$ cat config.mk
export PLATFORM = sky130hd
export DESIGN_NAME = instr_fetch_unit_flat
export DESIGN_NICKNAME = d
export VERILOG_FILES = /design/src/rtl/instr_fetch_unit_if.sv /design/src/rtl/instr_fetch_unit.sv /design/src/flat_wrapper.sv
export SDC_FILE = /design/constraint.sdc
export NUM_CORES = 1
export LEC_CHECK = 0
export ABC_AREA = 1
export CELL_PAD_IN_SITES_DETAIL_PLACEMENT = 1
export CELL_PAD_IN_SITES_GLOBAL_PLACEMENT = 1
export CORE_AREA = 2 2 130 145
export DETAILED_ROUTE_END_ITERATION = 16
export DIE_AREA = 0 0 132 147
export GPL_TIMING_DRIVEN = 0
export PLACE_DENSITY = 0.81
export SYNTH_ARGS = -nofsm -noshare
export SYNTH_HDL_FRONTEND = slang
export SYNTH_SLANG_ARGS = --single-unit
$ cat constraint.sdc
create_clock -name clk -period 2 [get_ports clk]
set_input_delay 0.3 -clock clk [delete_from_list [all_inputs] [get_ports clk]]
set_output_delay 0.3 -clock clk [all_outputs]
set_load 0.01 [all_outputs]
$ cat src/rtl/instr_fetch_unit_if.sv
// Bus bundle between the fetch unit, instruction memory and decode.
// The master side is the fetch unit: it drives the read request and
// presents fetched instructions. The slave side is memory plus decode.
interface instr_fetch_unit_if #(
  parameter int ADDR_W = 32,
  parameter int DATA_W = 32
);
  // Avalon-MM style instruction-memory read port
  logic [ADDR_W-1:0] i_address;
  logic              i_read;
  logic              i_waitrequest;
  logic [DATA_W-1:0] i_readdata;
  logic              i_readdatavalid;

  // Valid/ready channel towards decode
  logic [DATA_W-1:0] instr;
  logic [ADDR_W-1:0] instr_pc;
  logic              instr_valid;
  logic              instr_ready;

  modport master (
    output i_address, i_read,
    input  i_waitrequest, i_readdata, i_readdatavalid,
    output instr, instr_pc, instr_valid,
    input  instr_ready
  );

  modport slave (
    input  i_address, i_read,
    output i_waitrequest, i_readdata, i_readdatavalid,
    input  instr, instr_pc, instr_valid,
    output instr_ready
  );
endinterface

$ cat src/rtl/instr_fetch_unit.sv
// Instruction fetch stage. Owns the PC, issues one memory read per fetch
// request, and hands the returned word plus its PC to decode over a
// valid/ready handshake. A PC redirect squashes any in-flight read: the
// read still completes on the bus, but its response is thrown away.
module instr_fetch_unit #(
  parameter int                ADDR_W   = 32,
  parameter int                DATA_W   = 32,
  parameter logic [ADDR_W-1:0] RESET_PC = '0,
  parameter int                PC_STEP  = 4
) (
  input  logic              clk,
  input  logic              reset_n,
  input  logic              fetch,
  input  logic              pc_load,
  input  logic [ADDR_W-1:0] pc_load_value,
  output logic              busy,
  instr_fetch_unit_if.master bus
);

  typedef enum logic [1:0] {
    IDLE      = 2'd0,
    REQ       = 2'd1,
    WAIT_DATA = 2'd2,
    HOLD      = 2'd3
  } state_t;

  state_t            state_q, state_d;
  logic [ADDR_W-1:0] pc_q, pc_d;
  logic [ADDR_W-1:0] addr_q, addr_d;
  logic [ADDR_W-1:0] instr_pc_q, instr_pc_d;
  logic [DATA_W-1:0] instr_q, instr_d;
  logic              valid_q, valid_d;
  logic              squash_q, squash_d;

  logic              accept;
  logic              drop;
  logic [ADDR_W-1:0] pc_inc;

  // A request is taken by memory only when it is not stalling us.
  assign accept = (state_q == REQ) && !bus.i_waitrequest;
  // A response is discarded if a redirect happened earlier in this
  // transaction or is happening right now.
  assign drop   = squash_q || pc_load;
  // PC arithmetic wraps naturally at the address width.
  assign pc_inc = pc_q + ADDR_W'(PC_STEP);

  // Next-state and datapath updates; every target gets a hold default first.
  always_comb begin
    state_d    = state_q;
    pc_d       = pc_q;
    addr_d     = addr_q;
    instr_pc_d = instr_pc_q;
    instr_d    = instr_q;
    valid_d    = valid_q;
    squash_d   = squash_q;

    case (state_q)
      IDLE: begin
        if (fetch) begin
          state_d = REQ;
          // A same-cycle redirect steers this fetch to the new target.
          addr_d  = pc_load ? pc_load_value : pc_q;
        end
      end

      REQ: begin
        // A stalled request keeps its address; the redirect only marks it stale.
        if (pc_load) squash_d = 1'b1;
        if (accept) begin
          if (bus.i_readdatavalid) begin
            // Zero-latency memory: response arrives with the accept.
            if (drop) begin
              squash_d = 1'b0;
              state_d  = IDLE;
            end else begin
              instr_d    = bus.i_readdata;
              instr_pc_d = addr_q;
              valid_d    = 1'b1;
              pc_d       = pc_inc;
              state_d    = HOLD;
            end
          end else begin
            state_d = WAIT_DATA;
          end
        end
      end

      WAIT_DATA: begin
        if (pc_load) squash_d = 1'b1;
        if (bus.i_readdatavalid) begin
          if (drop) begin
            squash_d = 1'b0;
            state_d  = IDLE;
          end else begin
            instr_d    = bus.i_readdata;
            instr_pc_d = addr_q;
            valid_d    = 1'b1;
            pc_d       = pc_inc;
            state_d    = HOLD;
          end
        end
      end

      HOLD: begin
        if (pc_load) begin
          // Redirect wins over a same-cycle handshake: the held word is lost.
          valid_d = 1'b0;
          state_d = IDLE;
        end else if (bus.instr_ready) begin
          valid_d = 1'b0;
          if (fetch) begin
            state_d = REQ;
            addr_d  = pc_q;
          end else begin
            state_d = IDLE;
          end
        end
      end

      default: state_d = IDLE;
    endcase

    // Redirect has priority over any increment made above.
    if (pc_load) pc_d = pc_load_value;
  end

  // State and datapath registers with asynchronous active-low reset.
  always_ff @(posedge clk or negedge reset_n) begin
    if (!reset_n) begin
      state_q    <= IDLE;
      pc_q       <= RESET_PC;
      addr_q     <= RESET_PC;
      instr_pc_q <= '0;
      instr_q    <= '0;
      valid_q    <= 1'b0;
      squash_q   <= 1'b0;
    end else begin
      state_q    <= state_d;
      pc_q       <= pc_d;
      addr_q     <= addr_d;
      instr_pc_q <= instr_pc_d;
      instr_q    <= instr_d;
      valid_q    <= valid_d;
      squash_q   <= squash_d;
    end
  end

  assign bus.i_address   = addr_q;
  assign bus.i_read      = (state_q == REQ);
  assign bus.instr       = instr_q;
  assign bus.instr_pc    = instr_pc_q;
  assign bus.instr_valid = valid_q;
  assign busy            = (state_q != IDLE);

endmodule

$ cat src/flat_wrapper.sv
// flat-port wrapper written by rule: the top's interface ports become plain ports
module instr_fetch_unit_flat 
#(
  parameter int                ADDR_W   = 32,
  parameter int                DATA_W   = 32,
  parameter logic [ADDR_W-1:0] RESET_PC = '0,
  parameter int                PC_STEP  = 4
)
  (clk, reset_n, fetch, pc_load, pc_load_value, busy, bus_i_address, bus_i_read, bus_i_waitrequest, bus_i_readdata, bus_i_readdatavalid, bus_instr, bus_instr_pc, bus_instr_valid, bus_instr_ready);
  instr_fetch_unit_if #(.ADDR_W(ADDR_W), .DATA_W(DATA_W)) bus_i ();
  input  logic clk;
  input  logic reset_n;
  input  logic fetch;
  input  logic pc_load;
  input  logic [ADDR_W-1:0] pc_load_value;
  output logic busy;
  output wire logic [$bits(bus_i.i_address)-1:0] bus_i_address;
  output wire logic [$bits(bus_i.i_read)-1:0] bus_i_read;
  input wire logic [$bits(bus_i.i_waitrequest)-1:0] bus_i_waitrequest;
  input wire logic [$bits(bus_i.i_readdata)-1:0] bus_i_readdata;
  input wire logic [$bits(bus_i.i_readdatavalid)-1:0] bus_i_readdatavalid;
  output wire logic [$bits(bus_i.instr)-1:0] bus_instr;
  output wire logic [$bits(bus_i.instr_pc)-1:0] bus_instr_pc;
  output wire logic [$bits(bus_i.instr_valid)-1:0] bus_instr_valid;
  input wire logic [$bits(bus_i.instr_ready)-1:0] bus_instr_ready;
  assign bus_i_address = bus_i.i_address;
  assign bus_i_read = bus_i.i_read;
  assign bus_i.i_waitrequest = bus_i_waitrequest;
  assign bus_i.i_readdata = bus_i_readdata;
  assign bus_i.i_readdatavalid = bus_i_readdatavalid;
  assign bus_instr = bus_i.instr;
  assign bus_instr_pc = bus_i.instr_pc;
  assign bus_instr_valid = bus_i.instr_valid;
  assign bus_i.instr_ready = bus_instr_ready;
  instr_fetch_unit #(.ADDR_W(ADDR_W), .DATA_W(DATA_W), .RESET_PC(RESET_PC), .PC_STEP(PC_STEP)) u_core (.clk(clk), .reset_n(reset_n), .fetch(fetch), .pc_load(pc_load), .pc_load_value(pc_load_value), .busy(busy), .bus(bus_i));
endmodule
==> insert_results.sql, run 1 <==
INSERT INTO impl_metrics (metric_group, metric, value, unit) VALUES
('status', 'result_of_the_run', 'complete, no violations', ''),
('timing', 'hold-worst-slack', '361', 'ps'),
('global_routing', 'first_global_vias', '5890', ''),
('routing', 'detail_route.wirelength', '20700', 'um'),
('synth', 'seq_area_frac_synth', '52.0', '%'),
('global_routing', 'grt.met2_usage', '38.0', '%'),
('die', 'design.die.area', '19400', 'um^2'),
('finish', 'final_nets', '961', ''),
('clock_tree', 'ctsLongestPathBuffers', '2', ''),
('finish', 'syn2layout_area_growth', '43.3', '%'),
('critical_path', 'worst_path_max_delay_cell', 'sky130_fd_sc_hd__dfrtp_1', ''),
('critical_path', 'kind_of_end_point_of_the_critical_path', 'flop', ''),
('finish', 'post-route-util', '50.5', '%'),
('timing', 'clock_skew', '9.29', 'ps'),
('timing', 'slew_headroom', '53.5', '%'),
('synth', 'ys_warn_count', '0', ''),
('global_routing', 'largest_net_degree_at_the_start_of_global_routing', '97', ''),
('critical_path', 'largest_stage_delay_on_the_critical_path', '370', 'ps'),
('finish', 'post_route_cells_drive_above_1_share', '9.59', '%'),
('synth', 'synth_enable_flop_cells', '0', ''),
('power_and_ir_drop', 'p_leak', '4.07', 'nW'),
('die', 'initial_utilization', '35.3', '%'),
('routing', 'antenna_left', '0', ''),
('routing', 'dr_total_vias', '5727', ''),
('clock_tree', 'clk_pin_slew', '60', 'ps'),
('critical_path', 'worstPathRequired', '2290', 'ps'),
('clock_tree', 'cts_tree', 'yes', ''),
('synth', 'synth_top_flop_cell', 'sky130_fd_sc_hd__dfrtp_1', ''),
('die', 'placementRows', '52', ''),
('routing', 'vias_per_cell', '5.02', ''),
('power_and_ir_drop', 'clock_power_share', '24.9', '%'),
('timing', 'timing.final.hold_violations', '0', ''),
('die', 'design.core.area', '18000', 'um^2'),
('clock_tree', 'cts_inserted_buffers', '17', ''),
('routing', 'drt_iter0_drc', '280', ''),
('finish', 'final_cell_count_no_fill', '1140', ''),
('global_routing', 'grt_met3_usage', '5.21', '%'),
('power_and_ir_drop', 'power.net_switching', '4.54', 'mW'),
('routing', 'drc', '0', ''),
('finish', 'fillers', '2077', ''),
('routing', 'drt-pass1-iter-count', '4', ''),
('placement', 'dp_hpwl', '15400', 'um'),
('power_and_ir_drop', 'power_switching_share', '34.9', '%'),
('timing', 'post-route-period-util', '97.8', '%'),
('clock_tree', 'cts_sinks', '132', ''),
('timing', 'setup-tns-final', '0', 'ps'),
('power_and_ir_drop', 'internal_power', '8.46', 'mW'),
('critical_path', 'cp_num_buf_inv', '2', ''),
('synth', 'async_flop_share', '100', '%'),
('timing', 'unrepaired_setup_endpoints_after_global_routing', 'yes', ''),
('clock_tree', 'clock-root-buffer', 'sky130_fd_sc_hd__clkbuf_16', ''),
('clock_tree', 'htree_levels', '4', ''),
('critical_path', 'critical_path.startpoint_type', 'flop', ''),
('die', 'num_io_pins', '170', ''),
('timing', 'maxClockFrequency', '511', 'MHz'),
('critical_path', 'ordered_cell_list_for_the_critical_path', 'inv_1 -> ha_2 -> nand2_1 -> nand2_2 -> nor2_8 -> buf_6 -> mux2_1', ''),
('timing', 'worst-slew-pin-transition', '697', 'ps'),
('worst_hold_path', 'holdCritPathClass', 'in2async', ''),
('finish', 'seq_area', '3300', 'um^2'),
('routing', 'routed_wire_length_per_instance', '18.1', 'um'),
('clock_tree', 'insertion_delay', '420', 'ps'),
('synth', 'syn-num-nets', '764', ''),
('power_and_ir_drop', 'sequentialPowerShare', '35.0', '%'),
('power_and_ir_drop', 'pwr_density_cell', '1430', 'nW/um^2'),
('synth', 'post_synthesis_register_bit_count', '132', ''),
('timing', 'setup_viol', '0', ''),
('global_routing', 'met1_usage', '26.3', '%'),
('critical_path', 'critical_path.max_fanout', '10', ''),
('power_and_ir_drop', 'totalPowerFinal', '13.0', 'mW'),
('synth', 'yosys.cell_types.count', '30', ''),
('die', 'die_width', '132', 'um');
-- power by group through the flow --
| stage | Sequential [mW] | Combinational (mW) | Clock, mW |
|---|---|---|---|
| global route | 4.70 | 5.68 | 3.43 |
| detailed placement | 4.59 | 5.20 | 0 |
| finish | 4.55 | 5.21 | 3.24 |
| global placement | 4.52 | 5.03 | 0 |
| floorplan | 4.86 | 1.85 | 0 |
| CTS | 4.56 | 5.23 | 3.31 |
-- metal layers --
layer | up-vias | wire [um]
met4 | 2 | 285
met1 | 2866 | 8660
li1 | 2691 | -
met5 | - | 8
met2 | 144 | 10800
met3 | 24 | 944
-- worst register-to-register path: cells and delay by family (launching register included) --
family                   cells  cell delay (ps)
AND/OR/NAND/NOR              3              600
buffers and inverters        2              290
flip-flops                   1              370
adder cells (fa/ha/maj)      1              210
multiplexers                 1              350
-- worst paths after layout --
check,start,slack [ps],endpoint,cells past startpoint
worst max-delay path,u_core.state_q[1],40,u_core.bus.instr_pc[24],7
worst min register to register,u_core.bus.instr_pc[22],480,u_core.bus.instr_pc[22],1
worst max register to register,u_core.state_q[1],40,u_core.bus.instr_pc[24],7
max in group asynchronous,reset_n,860,u_core.bus.instr_pc[10],3
worst min-delay path,reset_n,360,u_core.bus.instr_pc[19],2
min in group clk,bus_i_readdata[2],470,u_core.bus.instr[2],2
-- metrics by stage --
stage                     area (um^2)  setup WS [ps]
after floorplan                  6360            236
final                            9110           43.4
after CTS                        9020          0.612
after global routing             9110          -81.3
after detailed placement         8380           -193
after global placement           8350          -4860
-- synth_stat cells (4+ instances only) --
cell                       count  share of area, %
sky130_fd_sc_hd__inv_1        49               2.9
sky130_fd_sc_hd__o22ai_1       6              0.59
sky130_fd_sc_hd__xor2_1        8               1.1
sky130_fd_sc_hd__nor3_1        4              0.31
sky130_fd_sc_hd__nor2_2        4              0.39
sky130_fd_sc_hd__a22oi_1      11               1.3
sky130_fd_sc_hd__mux2_1       60                11
sky130_fd_sc_hd__buf_2        14               1.1
sky130_fd_sc_hd__buf_6         6               1.1
sky130_fd_sc_hd__mux2i_1       5              0.79
sky130_fd_sc_hd__o21ai_0      74               5.8
sky130_fd_sc_hd__a21oi_1       8              0.63
sky130_fd_sc_hd__ha_1          6               1.2
sky130_fd_sc_hd__nand3_1      48               3.8
sky130_fd_sc_hd__dfrtp_1     132                52
sky130_fd_sc_hd__nand4_1       5              0.49
sky130_fd_sc_hd__nand2_1     176                10
sky130_fd_sc_hd__clkbuf_1      5              0.30
sky130_fd_sc_hd__nor2_1       48               2.8
sky130_fd_sc_hd__mux2_2        4              0.71
-- layout by cell type (no fill, tap or decap), types with 2 or more instances in the layout --
master / n
sky130_fd_sc_hd__clkinv_2: 2
sky130_fd_sc_hd__clkinvlp_4: 2
sky130_fd_sc_hd__a21oi_1: 8
sky130_fd_sc_hd__mux2_2: 4
sky130_fd_sc_hd__clkdlybuf4s50_1: 166
sky130_fd_sc_hd__a22oi_1: 11
sky130_fd_sc_hd__clkinv_4: 4
sky130_fd_sc_hd__buf_1: 2
sky130_fd_sc_hd__inv_1: 49
sky130_fd_sc_hd__o211ai_1: 3
sky130_fd_sc_hd__nand2_2: 6
sky130_fd_sc_hd__dlygate4sd2_1: 2
sky130_fd_sc_hd__bufinv_16: 3
sky130_fd_sc_hd__ha_1: 4
sky130_fd_sc_hd__mux2_1: 60
sky130_fd_sc_hd__o22ai_1: 6
sky130_fd_sc_hd__ha_2: 2
sky130_fd_sc_hd__nor2_1: 48
sky130_fd_sc_hd__nand3_1: 47
sky130_fd_sc_hd__mux2i_1: 5
sky130_fd_sc_hd__o21ai_0: 74
sky130_fd_sc_hd__buf_6: 7
sky130_fd_sc_hd__nor2_2: 3
sky130_fd_sc_hd__inv_6: 3
sky130_fd_sc_hd__a31oi_1: 3
sky130_fd_sc_hd__buf_4: 11
sky130_fd_sc_hd__buf_2: 9
sky130_fd_sc_hd__nand4_1: 5
sky130_fd_sc_hd__dfrtp_1: 132
sky130_fd_sc_hd__clkbuf_2: 3
sky130_fd_sc_hd__clkbuf_16: 17
sky130_fd_sc_hd__xor2_1: 8
sky130_fd_sc_hd__nand2_1: 171
sky130_fd_sc_hd__nor2_4: 3
sky130_fd_sc_hd__nor3_1: 3
-- state kept, by name, summed over array words and instances, names as in the netlist --
signal	count
u_core.bus.instr_pc	32
u_core.pc_q	32
u_core.bus.instr_valid	1
u_core.bus.i_address	32
u_core.squash_q	1
u_core.state_q	2
u_core.bus.instr	32
-- cell type report --
type / instances / area share, %
Timing Repair Buffer: 177 / 19.5
Clock inverter: 14 / 1.94
Inverter: 49 / 2.02
Sequential cell: 132 / 36.3
Multi-Input combinational cell: 480 / 30.1
Tap cell: 243 / 3.34
Buffer: 27 / 2.02
Clock buffer: 18 / 4.82
-- timing repair --
item | in CTS | in global routing
hold buffers | 1 | 0
setup endpoints to repair | 75 | 119
cloned | 0 | 1
setup buffers | 0 | 6
pin swaps | 1 | 3
hold endpoints to repair | 36 | 0
gates resized for setup | 7 | 18
-- logic make-up (layout without fill, tap and decap cells) --
logic type,Yosys count,after routing,share of synthesized area (%)
adder cells (fa/ha/maj),6,6,1.18
XOR/XNOR,8,8,1.10
AND/OR/NAND/NOR,289,290,18.9
flip-flops,132,132,52.0
buffers and inverters,76,285,5.53
multiplexers,69,69,12.1
AO/OA/AOI/OAI,107,107,9.19
No activity file was read; power rests on OpenSTA's default activity.
==> run 2: changes to the inputs <==
- ABC_CLOCK_PERIOD_IN_PS: unset -> 2000
- CELL_PAD_IN_SITES_DETAIL_PLACEMENT: 1 -> 0
==> run 2 against run 1 <==
Against the previous run:
- sequential share of layout area is essentially flat
- flip-flop and latch count is the same
- clock skew is essentially flat
- non-clock buffer count shrank 2
- setup slack gained 59 ps
- combinational power shrank 2%
- global-route usage shrank 2.0 points
- cell area is essentially flat
- via count shrank 3.4%
- first-iteration DRC count grew 47%
- critical path depth shrank 4
- die area is the same
- highest routed layer is now met4
==> insert_results.sql, run 2 (synthesized netlist as in run 1, its figures left out) <==
INSERT INTO impl_metrics (metric_group, metric, value, unit) VALUES
('global_routing', 'groute.usage.overall', '19.7', '%'),
('routing', 'antenna_left', '0', ''),
('die', 'die_h', '147', 'um'),
('timing', 'post-route-period-util', '94.9', '%'),
('critical_path', 'critical_path.startpoint_type', 'flop', ''),
('die', 'num_io_pins', '170', ''),
('status', 'result_of_the_run', 'complete, no violations', ''),
('power_and_ir_drop', 'pwr_density_cell', '1410', 'nW/um^2'),
('critical_path', 'crit_type', 'reg2out', ''),
('placement', 'port_buffers', '169', ''),
('placement', 'placed_cells_incl_taps', '1100', ''),
('clock_tree', 'cts_inserted_buffers', '17', ''),
('clock_tree', 'htree_levels', '4', ''),
('run', 'max_cap_violation_count', '0', ''),
('clock_tree', 'cts_sinks', '132', ''),
('routing', 'dr_total_vias', '5534', ''),
('routing', 'detail_route.wirelength', '18600', 'um'),
('clock_tree', 'ctsLongestPathBuffers', '2', ''),
('global_routing', 'number_of_antenna_violations_at_the_first_check_in_global_routing', '1', ''),
('critical_path', 'critical_path.max_fanout', '5', ''),
('placement', 'gp_congestion', '0.888', ''),
('timing', 'setup_viol', '0', ''),
('die', 'die_width', '132', 'um'),
('critical_path', 'worstPathRequired', '1700', 'ps'),
('die', 'design.core.area', '18000', 'um^2'),
('timing', 'setup-tns-final', '0', 'ps'),
('timing', 'drv_slew', '0', ''),
('clock_tree', 'insertion_delay', '410', 'ps'),
('power_and_ir_drop', 'p_leak', '4.05', 'nW'),
('critical_path', 'timing.critical_path.arrival', '1600', 'ps'),
('critical_path', 'kind_of_end_point_of_the_critical_path', 'output port', ''),
('power_and_ir_drop', 'internal_power', '8.48', 'mW'),
('clock_tree', 'cts_tree', 'yes', ''),
('clock_tree', 'clock-root-buffer', 'sky130_fd_sc_hd__clkbuf_16', ''),
('power_and_ir_drop', 'power_switching_share', '34.1', '%'),
('worst_hold_path', 'holdCritPathClass', 'in2async', ''),
('finish', 'final_cell_count_no_fill', '1138', ''),
('routing', 'drc', '0', ''),
('power_and_ir_drop', 'clock_power_share', '25.1', '%'),
('power_and_ir_drop', 'combPwrFrac', '39.6', '%'),
('finish', 'mostFrequentLayoutCell', 'sky130_fd_sc_hd__nand2_1', ''),
('finish', 'post_route_cells_drive_above_1_share', '9.84', '%'),
('global_routing', 'largest_net_degree_at_the_start_of_global_routing', '97', ''),
('global_routing', 'first_global_vias', '5540', ''),
('global_routing', 'gr-total-overflow', '0', ''),
('finish', 'final_nets', '958', ''),
('finish', 'syn2layout_area_growth', '43.2', '%'),
('timing', 'slew_headroom', '50.9', '%'),
('power_and_ir_drop', 'power.net_switching', '4.39', 'mW'),
('timing', 'maxClockFrequency', '527', 'MHz'),
('routing', 'drt_iter0_drc', '411', ''),
('power_and_ir_drop', 'irDropWorstVdd', '659', 'uV'),
('timing', 'clock_skew', '9.67', 'ps'),
('routing', 'vias_per_cell', '4.86', ''),
('routing', 'drt-pass1-iter-count', '5', ''),
('timing', 'worst-slew-pin-transition', '736', 'ps'),
('critical_path', 'rr_worst_depth', '10', ''),
('clock_tree', 'clk_pin_slew', '60', 'ps'),
('die', 'initial_utilization', '35.3', '%'),
('timing', 'hold-worst-slack', '346', 'ps'),
('die', 'placementRows', '52', ''),
('global_routing', 'grt_first_pass_wirelength', '29800', 'um'),
('power_and_ir_drop', 'totalPowerFinal', '12.9', 'mW'),
('power_and_ir_drop', 'sequentialPowerShare', '35.2', '%'),
('routing', 'routed_wire_length_per_instance', '16.3', 'um'),
('timing', 'timing.final.hold_violations', '0', ''),
('placement', 'dp_hpwl', '13900', 'um'),
('finish', 'most-common-layout-cells', 'sky130_fd_sc_hd__nand2_1, sky130_fd_sc_hd__clkdlybuf4s50_1, sky130_fd_sc_hd__dfrtp_1', ''),
('die', 'design.die.area', '19400', 'um^2'),
('timing', 'post-route-min-period', '1900', 'ps');
-- run 2: cell count changes in the layout (fill, tap and decap cells not counted), moves of 2 or more --
cell                       previous run  this run
sky130_fd_sc_hd__inv_1               49        47
sky130_fd_sc_hd__clkbuf_4             1         4
sky130_fd_sc_hd__buf_4               11         5
sky130_fd_sc_hd__a22oi_1             11         8
sky130_fd_sc_hd__a22oi_2              0         3
sky130_fd_sc_hd__nand2_2              6         4
sky130_fd_sc_hd__clkinv_4             4         2
sky130_fd_sc_hd__nand2_1            171       173
sky130_fd_sc_hd__inv_2                0         2
-- run 2: metrics by stage --
stage / util [%] / setup slack [ps] / area, um^2
finish: 50.5 / 103 / 9100
global route: 50.5 / -28.4 / 9100
CTS: 50.0 / -18.4 / 9010
detailed placement: 46.5 / -167 / 8380
global placement: 46.3 / -4860 / 8350
floorplan: - / 236 / 6360
-- run 2: worst paths after layout --
| kind | startpoint | endpoint | slack (ps) |
|---|---|---|---|
| worst max register to register | u_core.state_q[0] | u_core.pc_q[22] | 140 |
| max in group asynchronous | reset_n | u_core.state_q[0] | 840 |
| worst max-delay path | u_core.state_q[1] | bus_i_read | 100 |
| worst min-delay path | reset_n | u_core.bus.instr_pc[19] | 350 |
| min in group clk | bus_i_readdata[3] | u_core.bus.instr[3] | 480 |
| worst min register to register | u_core.bus.instr_pc[0] | u_core.bus.instr_pc[0] | 480 |
-- run 2: power by group through the flow --
stage | Combinational (mW) | Sequential, mW | Clock [mW]
after floorplan | 1.85 | 4.86 | 0
after global placement | 5.03 | 4.52 | 0
after detailed placement | 5.09 | 4.57 | 0
after CTS | 5.10 | 4.52 | 3.30
after global routing | 5.58 | 4.71 | 3.43
final | 5.10 | 4.53 | 3.24
-- run 2: routing by layer --
metal | wire, um | track usage [%] | share of wire [%] | vias to the layer above
met5 | 0 | 0 | 0 | -
met4 | 461 | 7.55 | 2.5 | 0
met3 | 813 | 4.21 | 4.4 | 32
met2 | 9050 | 32.8 | 49 | 150
met1 | 8240 | 25.2 | 44 | 2664
li1 | - | - | - | 2688
-- run 2: layout make-up --
type / count / area, um^2
Sequential cell: 132 / 3300
Inverter: 49 / 184
Tap cell: 243 / 304
Clock buffer: 18 / 439
Fill cell: 1728 / 8920
Clock inverter: 14 / 175
Multi-Input combinational cell: 479 / 2750
Buffer: 27 / 183
Antenna cell: 1 / 2.50
Timing Repair Buffer: 175 / 1760
-- run 2: worst max-delay path: stages (launching register included) --
cell and delay (ps):
sky130_fd_sc_hd__dfrtp_1 400, sky130_fd_sc_hd__inv_2 100, sky130_fd_sc_hd__ha_4 160, sky130_fd_sc_hd__clkdlybuf4s50_1 530
-- run 2: timing repair --
action	in CTS	in global routing
cloned	0	0
resized for setup	4	24
buffers inserted	0	4
hold buffers	1	0
setup endpoints to repair	19	112
endpoints found under the hold margin	36	0
pin swaps	0	2
